==> src/rtl/cla_pkg.sv <==
// Shared definitions for the serial borrow-lookahead subtractor.
//  - FSM state encoding (2'd3 is unused and decodes to IDLE)
//  - digit width (bits processed per cycle)
//  - width helpers for the digit counter
package cla_pkg;

   localparam logic [1:0] ST_IDLE = 2'd0;
   localparam logic [1:0] ST_RUN  = 2'd1;
   localparam logic [1:0] ST_DONE = 2'd2;

   localparam int DIGIT_W = 2;

   // Ceiling log2; clog2(1) = 0.
   function automatic int clog2(input int value);
      int r;
      r = 0;
      while ((1 << r) < value) begin
         r = r + 1;
      end
      return r;
   endfunction

   // Digit counter width for a given operand width, never below one bit.
   function automatic int cnt_width(input int width);
      int r;
      r = clog2(width / DIGIT_W);
      if (r < 1) begin
         r = 1;
      end
      return r;
   endfunction

endpackage

==> src/rtl/cla_serial_subtractor_bla_sub2.sv <==
// bla_sub2: combinational 2-bit borrow-lookahead subtractor.
//  a[1:0], b[1:0] : minuend / subtrahend digit
//  bin            : borrow into bit 0
//  d[1:0]         : a - b - bin (mod 4)
//  bout           : borrow out of bit 1
module bla_sub2
   import cla_pkg::*;
(
   input  logic [DIGIT_W-1:0] a,
   input  logic [DIGIT_W-1:0] b,
   input  logic               bin,
   output logic [DIGIT_W-1:0] d,
   output logic               bout
);

   logic [1:0] p_s;
   logic [1:0] g_s;
   logic [2:0] bw_s;

   // Propagate when bits are equal, generate when a=0,b=1; borrows resolved by lookahead.
   always_comb begin
      p_s     = ~(a ^ b);
      g_s     = ~a & b;
      bw_s[0] = bin;
      bw_s[1] = g_s[0] | (p_s[0] & bin);
      bw_s[2] = g_s[1] | (p_s[1] & g_s[0]) | (p_s[1] & p_s[0] & bin);
      d       = a ^ b ^ bw_s[1:0];
      bout    = bw_s[2];
   end

endmodule

==> src/rtl/cla_serial_subtractor.sv <==
// cla_serial_subtractor: digit-serial subtractor, Diff = A - B - Borrow_in,
// two bits per cycle over WIDTH/2 cycles, valid/ready on both sides.
//  clk, rst                  : clock, synchronous active-high reset
//  in_valid/in_ready         : operand handshake (in_ready high only in IDLE)
//  A, B, Borrow_in           : operands, latched on the accept edge
//  out_valid/out_ready       : result handshake (out_valid high only in DONE)
//  Diff, Borrow_out, Overflow: result, held stable until the next run writes it
module cla_serial_subtractor
   import cla_pkg::*;
#(
   parameter int WIDTH = 8
)(
   input  logic             clk,
   input  logic             rst,
   input  logic             in_valid,
   output logic             in_ready,
   input  logic [WIDTH-1:0] A,
   input  logic [WIDTH-1:0] B,
   input  logic             Borrow_in,
   output logic             out_valid,
   input  logic             out_ready,
   output logic [WIDTH-1:0] Diff,
   output logic             Borrow_out,
   output logic             Overflow
);

   localparam int N     = WIDTH / DIGIT_W;
   localparam int CNT_W = cnt_width(WIDTH);
   localparam logic [CNT_W-1:0] LAST_DIGIT = CNT_W'(N - 1);

   if ((WIDTH < 2) || ((WIDTH % 2) != 0)) begin : g_bad_width
      $error("cla_serial_subtractor: WIDTH must be even and >= 2");
   end

   logic [1:0]         state_q, state_d;
   logic [CNT_W-1:0]   cnt_q, cnt_d;
   logic [WIDTH-1:0]   a_q, a_d;
   logic [WIDTH-1:0]   b_q, b_d;
   logic               borrow_q, borrow_d;
   logic [WIDTH-1:0]   diff_q, diff_d;
   logic               bout_q, bout_d;
   logic               ovf_q, ovf_d;

   logic [CNT_W:0]       base_s;
   logic [DIGIT_W-1:0]   dig_a_s;
   logic [DIGIT_W-1:0]   dig_b_s;
   logic [DIGIT_W-1:0]   dig_d_s;
   logic                 dig_bout_s;

   // Bit offset of the current digit: the counter selects bits [2k+1:2k].
   always_comb begin
      base_s  = {cnt_q, 1'b0};
      dig_a_s = a_q[base_s +: DIGIT_W];
      dig_b_s = b_q[base_s +: DIGIT_W];
   end

   bla_sub2 u_digit (
      .a    (dig_a_s),
      .b    (dig_b_s),
      .bin  (borrow_q),
      .d    (dig_d_s),
      .bout (dig_bout_s)
   );

   // Next-state logic: FSM, digit counter, operand and result registers.
   always_comb begin
      state_d  = state_q;
      cnt_d    = cnt_q;
      a_d      = a_q;
      b_d      = b_q;
      borrow_d = borrow_q;
      diff_d   = diff_q;
      bout_d   = bout_q;
      ovf_d    = ovf_q;
      case (state_q)
         ST_RUN: begin
            diff_d[base_s +: DIGIT_W] = dig_d_s;
            borrow_d                  = dig_bout_s;
            if (cnt_q == LAST_DIGIT) begin
               // Last digit carries the result MSB, so the flags settle here.
               bout_d  = dig_bout_s;
               ovf_d   = (a_q[WIDTH-1] ^ b_q[WIDTH-1]) & (dig_d_s[1] ^ a_q[WIDTH-1]);
               cnt_d   = '0;
               state_d = ST_DONE;
            end else begin
               cnt_d   = cnt_q + CNT_W'(1'b1);
               state_d = ST_RUN;
            end
         end
         ST_DONE: begin
            if (out_ready) begin
               state_d = ST_IDLE;
            end else begin
               state_d = ST_DONE;
            end
         end
         default: begin
            // IDLE and the unused encoding both behave as IDLE.
            if (in_valid) begin
               a_d      = A;
               b_d      = B;
               borrow_d = Borrow_in;
               cnt_d    = '0;
               state_d  = ST_RUN;
            end else begin
               state_d  = ST_IDLE;
            end
         end
      endcase
   end

   // State registers with synchronous reset.
   always_ff @(posedge clk) begin
      if (rst) begin
         state_q  <= ST_IDLE;
         cnt_q    <= '0;
         a_q      <= '0;
         b_q      <= '0;
         borrow_q <= 1'b0;
         diff_q   <= '0;
         bout_q   <= 1'b0;
         ovf_q    <= 1'b0;
      end else begin
         state_q  <= state_d;
         cnt_q    <= cnt_d;
         a_q      <= a_d;
         b_q      <= b_d;
         borrow_q <= borrow_d;
         diff_q   <= diff_d;
         bout_q   <= bout_d;
         ovf_q    <= ovf_d;
      end
   end

   assign in_ready   = (state_q != ST_RUN) && (state_q != ST_DONE);
   assign out_valid  = (state_q == ST_DONE);
   assign Diff       = diff_q;
   assign Borrow_out = bout_q;
   assign Overflow   = ovf_q;

endmodule

==> config.mk <==
export PLATFORM = sky130hd
export DESIGN_NAME = cla_serial_subtractor
export DESIGN_NICKNAME = d
export VERILOG_FILES = /design/src/rtl/cla_pkg.sv /design/src/rtl/cla_serial_subtractor_bla_sub2.sv /design/src/rtl/cla_serial_subtractor.sv
export SDC_FILE = /design/constraint.sdc
export NUM_CORES = 1
export LEC_CHECK = 0
export ABC_CLOCK_PERIOD_IN_PS = 4750
export CAP_MARGIN = 20
export CORE_MARGIN = 2
export CORE_UTILIZATION = 46
export CTS_CLUSTER_DIAMETER = 80
export CTS_CLUSTER_SIZE = 8
export DETAILED_ROUTE_END_ITERATION = 10
export PLACE_DENSITY = 0.74
export RECOVER_POWER = 25
export SYNTH_ARGS = -nofsm -noshare
export SYNTH_HDL_FRONTEND = slang
export SYNTH_SLANG_ARGS = --single-unit
==> constraint.sdc <==
create_clock -name clk -period 4.75 [get_ports clk]
set_input_delay 0.475 -clock clk [delete_from_list [all_inputs] [get_ports clk]]
set_output_delay 0.475 -clock clk [all_outputs]
set_load 0.05 [all_outputs]
# ---- Word-level counts from Yosys, hierarchy flattened
# Index checks and enable logic that the tools add are counted.
dict set report classes {
  n_div 0
  n_mux 10
  eq_ne 5
  order_cmp 0
  multipliers 0
  bitwise_logic 17
  n_reduce_logical 6
  n_addsub 2
  shift 4
}
# cell n
set op_table {}
lappend op_table {{8-bit by 4-bit variable part select with 2-bit output} 2}
lappend op_table {{8-bit bitwise mux} 1}
lappend op_table {{2-bit two-way mux} 4}
lappend op_table {{2-bit case mux with 2 select lines} 2}
lappend op_table {{2-bit by 5-bit variable shift with 8-bit output, first input constant} 1}
lappend op_table {{2-bit by 5-bit variable part select with 8-bit output} 1}
lappend op_table {{2-bit AND reduction} 3}
lappend op_table {{1-bit AND} 5}
lappend op_table {{3-bit negation with 5-bit output} 1}
lappend op_table {{2-bit == test, second input constant} 2}
lappend op_table {{2-bit inverter} 2}
lappend op_table {{2-bit bitwise XOR} 2}
lappend op_table {{1-bit OR} 3}
lappend op_table {{2-bit by 1-bit adder with 2-bit output, second input constant} 1}
lappend op_table {{2-bit AND} 1}
lappend op_table {{2-bit by 1-bit == test with 1-bit output, second input constant} 1}
lappend op_table {{1-bit two-way mux} 2}
lappend op_table {{2-bit by 1-bit != test with 1-bit output, second input constant} 1}
lappend op_table {{2-bit != test, second input constant} 1}
lappend op_table {{1-bit inverter} 2}
lappend op_table {{1-bit case mux with 2 select lines} 1}
lappend op_table {{2-bit nonzero test} 1}
lappend op_table {{2-bit OR reduction} 1}
lappend op_table {{1-bit bitwise XOR} 2}
lappend op_table {{1-bit logical AND} 1}
dict set report totals {
  romBits 0
  latch_bits 0
  mem_bits_rw 0
  memories 0
  reg_bits 31
  input_bits 21
  out_inout_bits 12
}

# ---- Depth between registers and ports, before layout
# Gate-level depths: netlist of run 1.
dict set report depth {
  depth_word 8
  mapped_depth 7
}

# ---- Cells and area by module
# A second synthesis of run 1 with hierarchy kept.
dict set report hier_totals {
  cells_unflattened 169
  area_unflattened_um2 1549.0
}
# module n_inst cells_each area_per_inst_um2
set by_module_without_submodules {}
lappend by_module_without_submodules {cla_serial_subtractor 1 158 1466.4}
lappend by_module_without_submodules {bla_sub2 1 11 82.6}

# ---- Least setup slack after synthesis of run 1
# Ideal clock, no wire load.
dict set report synth_path {
  kind {reg-to-reg}
  from {register cnt_q[0]}
  to {register ovf_q (netlist: Overflow)}
  path_slack_ns 2.570
  path_stages_with_launch 7
  arrival_ns 2.089
  required_time_ns 4.659
  period_less_slack_ns 2.180
  cell_sequence {dfxtp_1 -> buf_6 -> mux4_1 -> fa_1 -> xnor2_2 -> mux2i_1 -> a311oi_1}
}
dict set report synth_between {
  elab_chain_len 8
  elab_cells_between_ends 13
}
# element line
set synth_rtl {}
lappend synth_rtl {{start, declared} cla_serial_subtractor.sv:36} ;# logic [CNT_W-1:0] cnt_q, cnt_d;
lappend synth_rtl {{start signal, assigned} cla_serial_subtractor.sv:125} ;# cnt_q <= cnt_d;
lappend synth_rtl {{8-bit by 4-bit variable part select with 2-bit output (on tied branches)} {cla_serial_subtractor.sv:53, cla_serial_subtractor.sv:54}}
lappend synth_rtl {{2-bit bitwise XOR} {cla_serial_subtractor_bla_sub2.sv:22, cla_serial_subtractor_bla_sub2.sv:27}}
lappend synth_rtl {{2-bit inverter} cla_serial_subtractor_bla_sub2.sv:22} ;# p_s = ~(a ^ b);
lappend synth_rtl {{1-bit AND} cla_serial_subtractor_bla_sub2.sv:25} ;# bw_s[1] = g_s[0] | (p_s[0] & bin);
lappend synth_rtl {{1-bit OR} cla_serial_subtractor_bla_sub2.sv:25}
lappend synth_rtl {{2-bit bitwise XOR} cla_serial_subtractor_bla_sub2.sv:27} ;# d = a ^ b ^ bw_s[1:0];
lappend synth_rtl {{1-bit bitwise XOR} cla_serial_subtractor.sv:82} ;# ovf_d = (a_q[WIDTH-1] ^ b_q[WIDTH-1]) & (dig_d_s[1] ^ a_q[WIDTH-1]);
lappend synth_rtl {{1-bit AND} cla_serial_subtractor.sv:82}
lappend synth_rtl {{end signal, assigned} cla_serial_subtractor.sv:131} ;# ovf_q <= ovf_d;
lappend synth_rtl {{end, declared} cla_serial_subtractor.sv:42} ;# logic ovf_q, ovf_d;
# Parallel ways exist; a longest one is shown, timed or not.
# A chain may end at the register's enable or synchronous reset.

# ---- Final worst setup path of run 1
# Same ends and word-level chain as after synthesis.

==> results of run 1 <==
## logic make-up after synthesis
family | share of synthesized area
AO/OA/AOI/OAI | 0.135
XOR/XNOR | 0.0107
adder cells (fa/ha/maj) | 0.0952
buffers and inverters | 0.0525
flip-flops | 0.407
multiplexers | 0.0821
AND/OR/NAND/NOR | 0.217
## tightest hold or removal path: stages, from the launching register on
cell and delay [ps]:
dfxtp_1 310, nand2_1 50, a21oi_1 50
## per-stage QoR
stage / util / setup WS, ps
floorplan: - / 2570
global placement: 0.596 / 2300
global route: 0.617 / 2080
finish: 0.617 / 2220
CTS: 0.612 / 2200
detailed placement: 0.596 / 2220
## metal layers
| metal | vias up | track usage |
|---|---|---|
| li1 | 652 | - |
| met1 | 569 | 0.208 |
| met2 | 26 | 0.308 |
| met3 | 4 | 0.0651 |
| met4 | 0 | 0.0729 |
| met5 | - | 0 |
## power groups by stage
stage	Clock, mW	Sequential (mW)	Combinational, mW
after global placement	0	0.285	0.0890
after detailed placement	0	0.286	0.0912
after floorplan	0	0.286	0.0612
after global routing	0.158	0.282	0.103
after CTS	0.148	0.280	0.0915
final	0.143	0.280	0.0923
## flip-flops by register name, summed over array words and instances, names as in the netlist
signal and count:
state_q 2, a_q 8, cnt_q 2, Borrow_out 1
b_q 8, borrow_q 1, Overflow 1, Diff 8
## layout by cell type (no fill, tap or decap), types with 2 or more instances in the layout
cell type / count
nand4_1: 3
clkbuf_1: 2
dfxtp_1: 31
a311oi_1: 2
clkbuf_4: 5
clkdlybuf4s50_1: 32
a21oi_1: 28
mux4_1: 4
or3b_1: 2
nor2_1: 4
ha_1: 10
nor2b_1: 3
mux2i_1: 2
nand2_1: 45
inv_1: 8
## final timing paths
path,slack [ps],cells past startpoint,start,endpoint
worst min register to register,460,2,a_q[0],a_q[0]
worst max register to register,2220,5,cnt_q[0],Overflow
worst max-delay path,2220,5,cnt_q[0],Overflow
worst min-delay path,460,2,a_q[0],a_q[0]
## layout make-up
type | count | share of cell area
inverters | 8 | 0.0157
flip-flops and latches | 31 | 0.324
clock inverters | 1 | 0.00261
repair buffers | 33 | 0.175
clock buffers | 7 | 0.0235
well taps | 44 | 0.0288
multi-input cells | 122 | 0.430
==> results.toml, run 1 <==
[clock_network]
cts_root_buffer = "clkbuf_4"
clockBufferDepth = 2
postCtsHoldBufs = 0
cts_tree = "done"
cts.sinks = 31
htreeDepth = 2
cts-buffers-inserted = 5
clkTransAtPathRegs_ps = 90
cts_setup_buffers = 0
clk_latency_ps = 330
ctsResizeCount = 0

[logic_synthesis]
yosys.area.top_type = "dfxtp_1"
yosysTopAreaCellShare = 0.407
synth.avg_cell_area_um2 = 8.91
ys_types = 34
synth_top_flop_cell = "dfxtp_1"
synth_seq_area_share = 0.407
async_reset_ff_frac = 0
synth.area.top_cells = "dfxtp_1, nand2_1, a21oi_1"
syn_area_um2 = 1520
synth.ff_latch_count = 31
yosysWarnings = 0
synthCells = 171
synth.most_common_cell = "nand2_1"
synth_edf_count = 0
synth_nets = 203
synthTopCellsByCount = "nand2_1, dfxtp_1, a21oi_1"

[grt]
grt_first_pass_wirelength_mm = 4.99
grt_usage = 0.182
grt_start_max_net_pins = 34
antenna_found_initial = 0
first_global_vias = 1148
globalRouteOverflowTotal = 0

[setup_path]
path_cells = "mux4_1, fa_1, xnor2_2, mux2i_1, a311oi_1"
path_max_fanout = 14
max_stage_delay_ps = 680
required_ps = 4940
worst_setup_path_start_kind = "flop"
arrival_ps = 2720
crit_buf_inv = 0
cp_top_family = "multiplexers"
path_class = "flop to flop"
cp-end-kind = "flop"
slowest_stage = "mux4_1"

[power]
clkPwrFrac = 0.278
seqPwrFrac = 0.543
switching_share = 0.274
power_frac_comb = 0.179
cell_internal_pwr_mw = 0.374
powerDensity_nw_per_um2 = 269
power_leakage_nw = 0.721
switchingPower_mw = 0.141
total_power_mw = 0.516
ir_drop_v = 0.000165

[drt]
antenna_left = 0
first_pass_iters = 4
wl_met1_mm = 1.30
drc = 0
routedWlPerCell_um = 11.9
num_vias = 1251
route.met2.wl_mm = 1.43
met3RoutedLength_um = 154
wl_mm = 2.94
drt-initial-drc-count = 23
dr.max_layer_used = "met4"
vias_per_cell = 5.09

[die]
coreArea_um2 = 3100
ios = 33
dieArea_um2 = 3790
die_w_um = 61.6
rows = 20
start_util = 0.491
die_h_um = 61.6

[flow_run]
cap_viol_max_count = 0

[run_status]
status = "completed"

[timing]
period_share = 0.533
finClkSkew_ps = 7.99
finalHoldViolations = 0
setup_viol = 0
worst_pin_slew_ps = 730
drv_slew = 0
fin_crit_ps = 2530
fin_hold_ws_ps = 455
max_slew_margin = 0.513
rsz0062_at_grt = "no"
max_freq_mhz = 395
finalSetupTns_ps = 0

[cells_and_area]
fin_nets = 233
synthToLayoutAreaGrowth_pct = 25.6
final_cell_count_no_fill = 246
antenna_cells = 0
nFillCells = 294
regArea_um2 = 621
multiInputGateArea_um2 = 823
drive_above_1_share = 0.0545
final_area_um2 = 1910

[place]
port_buffers = 32
dp_cells = 237
dp_hpwl_mm = 2.13
placed_cell_area_um2 = 1850
gp_congestion = 0.819

[hold_path]
hp-class = "flop to flop"
No activity file was read; power rests on OpenSTA's default activity.
==> inputs of run 2 (changes only) <==
--- a/config.mk
+++ b/config.mk
@@ -5,7 +5,7 @@
 export SDC_FILE = /design/constraint.sdc
 export NUM_CORES = 1
 export LEC_CHECK = 0
-export ABC_CLOCK_PERIOD_IN_PS = 4750
+export ABC_CLOCK_PERIOD_IN_PS = 2500
 export CAP_MARGIN = 20
 export CORE_MARGIN = 2
 export CORE_UTILIZATION = 46
==> constraint.sdc (replaced) <==
create_clock -name clk -period 2.5 [get_ports clk]
set_input_delay 0.25 -clock clk [delete_from_list [all_inputs] [get_ports clk]]
set_output_delay 0.25 -clock clk [all_outputs]
set_load 0.05 [all_outputs]
==> results.toml, run 2 (synthesized netlist as in run 1, its figures left out) <==
[setup_path]
arrival_ps = 2480
path_max_fanout = 5
worst_setup_path_start_kind = "flop"
rr_worst_depth = 5
cp-end-kind = "flop"
required_ps = 2700
path_class = "flop to flop"

[place]
port_buffers = 32
gp_congestion = 0.810
dp_hpwl_mm = 2.28

[drt]
wl_mm = 3.06
drt-initial-drc-count = 55
vias_per_cell = 5.13
num_vias = 1267
routedWlPerCell_um = 12.4
drc = 0
antenna_left = 0
first_pass_iters = 4

[timing]
finalHoldViolations = 0
worst_pin_slew_ps = 770
max_freq_mhz = 439
period_share = 0.912
max_slew_margin = 0.486
finalSetupTns_ps = 0
fin_crit_ps = 2280
drv_slew = 0
finClkSkew_ps = 6.97
rsz0062_at_grt = "no"
setup_viol = 0

[clock_network]
cts_tree = "done"
ctsResizeCount = 0
cts_setup_buffers = 0
clk_latency_ps = 340
clkTransAtPathRegs_ps = 100
cts-buffers-inserted = 5
cts_root_buffer = "clkbuf_4"
cts.sinks = 31
postCtsHoldBufs = 0
clockBufferDepth = 2
htreeDepth = 2

[cells_and_area]
synthToLayoutAreaGrowth_pct = 28.7
drive_above_1_share = 0.0591
mostFrequentLayoutCell = "nand2_1"
nFillCells = 273
fin_nets = 234
final_core_util = 0.632
layout_common_cells = "nand2_1, clkdlybuf4s50_1, dfxtp_1"
antenna_cells = 0

[grt]
globalRouteOverflowTotal = 0
grt_start_max_net_pins = 19
grt_usage = 0.194
grt_first_pass_wirelength_mm = 5.29
first_global_vias = 1261
antenna_found_initial = 0

[hold_path]
whs_path_depth = 3
hp-class = "primary input to flop"

[die]
rows = 20
die_w_um = 61.6
dieArea_um2 = 3790
ios = 33
die_h_um = 61.6
start_util = 0.491
coreArea_um2 = 3100

[run_status]
status = "completed"

[flow_run]
cap_viol_max_count = 0

[power]
power_leakage_nw = 0.742
total_power_mw = 1.19
powerDensity_nw_per_um2 = 609
ir_drop_v = 0.000292
==> run 2: per-layer routing <==
layer,vias up,global-route usage,wire length [µm]
li1,650,-,-
met1,578,0.210,1310
met2,31,0.334,1520
met3,8,0.0588,151
met4,0,0.112,74
met5,-,0,0
==> run 2: metrics by stage <==
step	instances	area (µm²)	hold WS [ps]	setup slack [ps]
CTS	247	1970	448	209
floorplan	171	1520	386	320
global route	247	1960	443	65.1
finish	247	1960	445	221
detailed placement	239	1860	445	228
global placement	239	1860	443	305
==> run 2: report_power, final <==
part | leakage [nW] | switching [mW] | internal, mW
Sequential | 0.253 | 0.0140 | 0.515
Combinational | 0.437 | 0.0920 | 0.0862
Clock | 0.0525 | 0.175 | 0.312
==> run 2: path summary, 6_finish.rpt <==
kind	from	end	slack (ps)
max reg2reg	cnt_q[0]	Overflow	220
min	B[0]	b_q[0]	440
max	cnt_q[0]	Overflow	220
min reg2reg	a_q[0]	a_q[0]	460
==> run 2: critical path: stages (launching register included) <==
cell and delay, ps:
dfxtp_1 450, mux4_1 640, fa_1 440, xnor2_2 290
mux2i_1 230, a311oi_1 100
==> run 2: area by class of cell <==
type | instances | area, µm² | share of cell area
Clock inverter | 2 | 60.1 | 0.0306
Tap cell | 44 | 55.1 | 0.0281
Sequential cell | 31 | 621 | 0.316
Timing Repair Buffer | 34 | 332 | 0.169
Inverter | 8 | 30.0 | 0.0153
Clock buffer | 6 | 41.3 | 0.0210
Multi-Input combinational cell | 122 | 823 | 0.420
==> RTL edit 1 (flow settings as in run 1) <==
Put one more register stage on the output `Overflow`, without a reset. The value now appears one clock later. The other outputs are not delayed to match.
--- a/src/rtl/cla_serial_subtractor.sv
+++ b/src/rtl/cla_serial_subtractor.sv
@@ -137,5 +137,7 @@
    assign Diff       = diff_q;
    assign Borrow_out = bout_q;
-   assign Overflow   = ovf_q;
+   always_ff @(posedge clk) begin
+      Overflow <= ovf_q;
+   end
 
 endmodule
Formal check against the unedited RTL: not equivalent (Yosys sat finds a counterexample within 10 cycles, from zero or initial values and one cycle with rst high).
==> RTL edit 1 against run 1 <==
Utilization down 2.3 points. Synthesized cell count grew 0.58%. Cell count increased by 0.81%. Sequential power up 3%. Critical path type unchanged. Total power grew 7.6%. Largest power group unchanged. Routed wire length rose by 1.1%. Worst setup slack lost 0.034 ns. Sequential cell count increased by 1. Clock power up 21%. Area after synthesis grew 1.3%. Cell area is 2.0% higher. Sequential share of layout area increased by 0.40 points. Combinational power is 1% higher. Count of clock-buffer cells in the layout is the same.
==> RTL edit 1: results (changes against run 1) <==
Routing
  • Met2 wire length: 1413 um (-1.4%)
  • DR DRC count: 0 (unchanged)
  • DRT met1 WL: 1346 um (+3.9%)
  • Drt wl/cell: 11.96 um (+0.28%)
  • 1st-iter DRT viols: 34 (+48%)
  • Via Count: 1259 (+0.64%)

Critical path
  • Worst reg2reg setup slack: 2.19 ns (-0.03 ns)
  • Worst EP arrival: 2.76 ns (+0.04 ns)
  • Reg2reg start: cnt_q[0]
  • Crit path max-delay family: multiplexers
  • R2r endpoint: ovf_q
  • Slowest cell on the critical path: dfxtp_1

Yosys
  • Post-Syn Nets: 204 (+0.49%)
  • Syn Area/Cell: 8.977 um2 (+0.72%)
  • Synth area leaders: dfxtp_1 41%, nand2_1 11%, a21oi_1 9.1%, ha_1 8.1%, mux4_1 6.8%
  • Top cells by count, synth: 45 x nand2_1, 32 x dfxtp_1, 28 x a21oi_1, 10 x ha_1, 8 x inv_1
  • Seq/Total Area, Yosys: 41.49% (+0.77 points)

Power and ir drop
  • Leak: 0.7369 nW (+2.2%)
  • Worst vdd ir: 163.6 uV (-1.0%)

Flow run
  • Number of max-cap violations: 0 (unchanged)

Global route
  • Largest net degree at the start of global routing: 34 (unchanged)
  • Wire length of the first global-routing pass: 4692 um (-5.9%)
  • Grt met1 use: 19.02% (-1.8 points)
  • GR Util met3: 7.039% (+0.53 points)
  • Vias in the first global route: 1122 (-2.3%)
  • Tot GR Track Use: 16.94% (-1.3 points)
  • GR Util met2: 28.12% (-2.7 points)

Clock network
  • Htree depth: 2 (unchanged)
  • Cts repair resizes: 0 (unchanged)

STA
  • Rel. slew slack: 48.74% (-2.6 points)
  • Clock Skew: 0.005453 ns (-0.002540 ns)

Min path
  • Min-Delay Path Depth: 0 (-2)

Finish
  • Share of layout cells above drive strength 1: 5.941% (+0.50 points)
  • Final net count: 234 (+0.43%)
  • Fillcell total: 312 (+6.1%)
  • Final std cells w/o fill: 248 (+0.81%)

Placed design
  • Final Wtd Congestion: 0.8196 (about the same)
  • Placed Area: 0.001872 mm2 (+1.2%)

Run status
  • Status: finished, final reports clean
-- RTL edit 1: how the worst min path moves through the flow --
stage | from | to | slack [ns]
2_1_floorplan | ovf_q | Overflow | 0.33
6_report | ovf_q | Overflow | 0.36
5_1_grt | ovf_q | Overflow | 0.37
4_1_cts | ovf_q | Overflow | 0.36
3_5_place_dp | ovf_q | Overflow | 0.35
3_3_place_gp | ovf_q | Overflow | 0.35
-- RTL edit 1: metrics by stage --
stage	setup WS (ns)	util [%]
after global routing	2.048	59.43
after detailed placement	2.196	56.99
after CTS	2.166	58.97
after global placement	2.305	56.99
final	2.186	59.43
after floorplan	2.570	-
-- RTL edit 1: cell type report --
type                       instances  share of cell area (%)
multi-input combinational        122                   42.18
sequential                        32                   32.82
timing repair buffer              33                   17.18
clock buffer                       7                   3.333
tap                               46                   2.949
inverter                           8                   1.538
-- RTL edit 1: logic make-up (layout without fill, tap and decap cells) --
family / after synthesis / count (layout) / share of synthesized area, %
flip-flops: 32 / 32 / 41.49
multiplexers: 6 / 6 / 8.104
adder cells (fa/ha/maj): 11 / 11 / 9.400
AND/OR/NAND/NOR: 68 / 68 / 21.39
buffers and inverters: 18 / 48 / 5.186
AO/OA/AOI/OAI: 36 / 36 / 13.37
XOR/XNOR: 1 / 1 / 1.054
-- RTL edit 1: worst reg2reg max path, delay by kind of cell (launching register included) --
kind | cells | cell delay (ns)
AOI/OAI and AO/OA | 1 | 0.10
DFF | 1 | 0.68
muxes | 2 | 0.92
adders and majority gates | 1 | 0.43
xor gates and xnor gates | 1 | 0.30
-- RTL edit 1: report_power, final --
| group | switching [mW] | total [mW] | internal [mW] |
|---|---|---|---|
| Sequential | 0.00875 | 0.288 | 0.279 |
| Combinational | 0.0473 | 0.0932 | 0.0459 |
| Clock | 0.0894 | 0.173 | 0.0838 |
==> RTL edit 2 (settings of run 1) <==
Made on the original files. The parameter `WIDTH` goes from 8 to 10.
--- a/src/rtl/cla_serial_subtractor.sv
+++ b/src/rtl/cla_serial_subtractor.sv
@@ -9,5 +9,5 @@
    import cla_pkg::*;
 #(
-   parameter int WIDTH = 8
+   parameter int WIDTH = 10
 )(
    input  logic             clk,
Interface: changed (resized A, B and Diff); port bits go from 33 to 39. No check against the original RTL was run, so the function may have changed too.
==> RTL edit 2 against run 1 <==
Sequential share of layout area shrank 1.0 points. Combinational power rose by 34%. Worst setup slack worse by 0.51 ns. Total power rose by 41%. Clock power up 79%. Highest routed layer unchanged. Global-route usage up 0.38 points. Area after synthesis is 27% higher. Routed wire length up 28%. Sequential power is 24% higher. Sequential cell count increased by 7. Critical endpoint is now Diff[2]. Non-clock buffer count up 6. Largest cell class unchanged. Cell area is 27% higher. Largest power group unchanged.
==> RTL edit 2: results (changes against run 1) <==
Run status
  • Status: finished, final reports clean

Global route
  • GR Util met3: 4.221% (-2.3 points)
  • Grt met1 use: 22.54% (+1.7 points)
  • Tot GR Track Use: 18.57% (+0.38 points)
  • GR Util met2: 31.37% (+0.54 points)

STA
  • Slew @ Worst Pin: 0.9412 ns (+0.2115 ns)
  • Period utilization: 64.01% (+11 points)
  • Clock Skew: 0.005978 ns (-0.002015 ns)

Power and ir drop
  • Worst vdd ir: 205.6 uV (+24%)
  • Comb group: 0.124 mW (+34%)
  • Sw Pwr: 0.1874 mW (+33%)

Routing
  • Via Count: 1574 (+26%)
  • Routed vias/inst: 5.161 (+1.5%)
  • Post-Route WL: 3763 um (+28%)

Clock network
  • CTS clock-pin slew for the worst setup and hold paths: 0.07 ns (-0.02 ns)

Yosys
  • Top cells by count, synth: 48 x nand2_1, 38 x dfxtp_1, 28 x a21oi_1, 13 x mux2i_1, 11 x ha_1
  • Syn Area/Cell: 8.730 um2 (-2.0%)
  • Synth cell types: 43 (+26%)

Placed design
  • Placed insts: 297 (+25%)
  • I/O Buffers: 38 (+19%)
  • Final Wtd Congestion: 0.8222 (+0.38%)
  • DP Worst Slack: 1.699 ns (-0.5212 ns)

Min path
  • Hold wc startpoint: b_q[2]

Finish
  • Fraction of area in multi-input gates: 44.11% (+1.1 points)
  • Fillcell total: 400 (+36%)
  • NonClk Buf Share: 16.01% (-1.5 points)
  • Share of layout cells above drive strength 1: 7.059% (+1.6 points)
  • Comb_multi_in: 162 (+33%)
  • Final net count: 291 (+25%)

Critical path
  • CP Max Fanout: 19 (+5)
  • Worst reg2reg setup slack: 1.71 ns (-0.51 ns)
  • Slowest cell on the critical path: dfxtp_1
  • Crit path max-delay family: flip-flops
  • Worst EP arrival: 3.26 ns (+0.54 ns)
  • CP max stage delay: 0.82 ns (+0.14 ns)
RTL edit 2: metrics by stage:
| stage | power, mW | area [um2] |
|---|---|---|
| 2_1_floorplan | 0.4379 | 1929 |
| 3_3_place_gp | 0.4748 | 2312 |
| 3_5_place_dp | 0.4764 | 2312 |
| 4_1_cts | 0.7319 | 2422 |
| 5_1_grt | 0.7620 | 2422 |
| 6_report | 0.7257 | 2422 |
RTL edit 2: cell families after synthesis:
logic type	synth area share, %
adder cells (fa/ha/maj)	8.171
XOR/XNOR	1.297
buffers and inverters	5.189
AND/OR/NAND/NOR	20.23
multiplexers	9.857
flip-flops	39.43
AO/OA/AOI/OAI	15.82
RTL edit 2: path summary, 6_finish.rpt:
kind / depth (start not counted) / to
worst min register to register: 2 / b_q[2]
worst min-delay path: 2 / b_q[2]
worst max register to register: 7 / Diff[2]
worst max-delay path: 7 / Diff[2]
RTL edit 2: per-layer routing:
metal	wire [um]	vias up
li1	-	828
met1	1780	709
met2	1777	32
met3	149	5
met4	56	0
met5	0	-
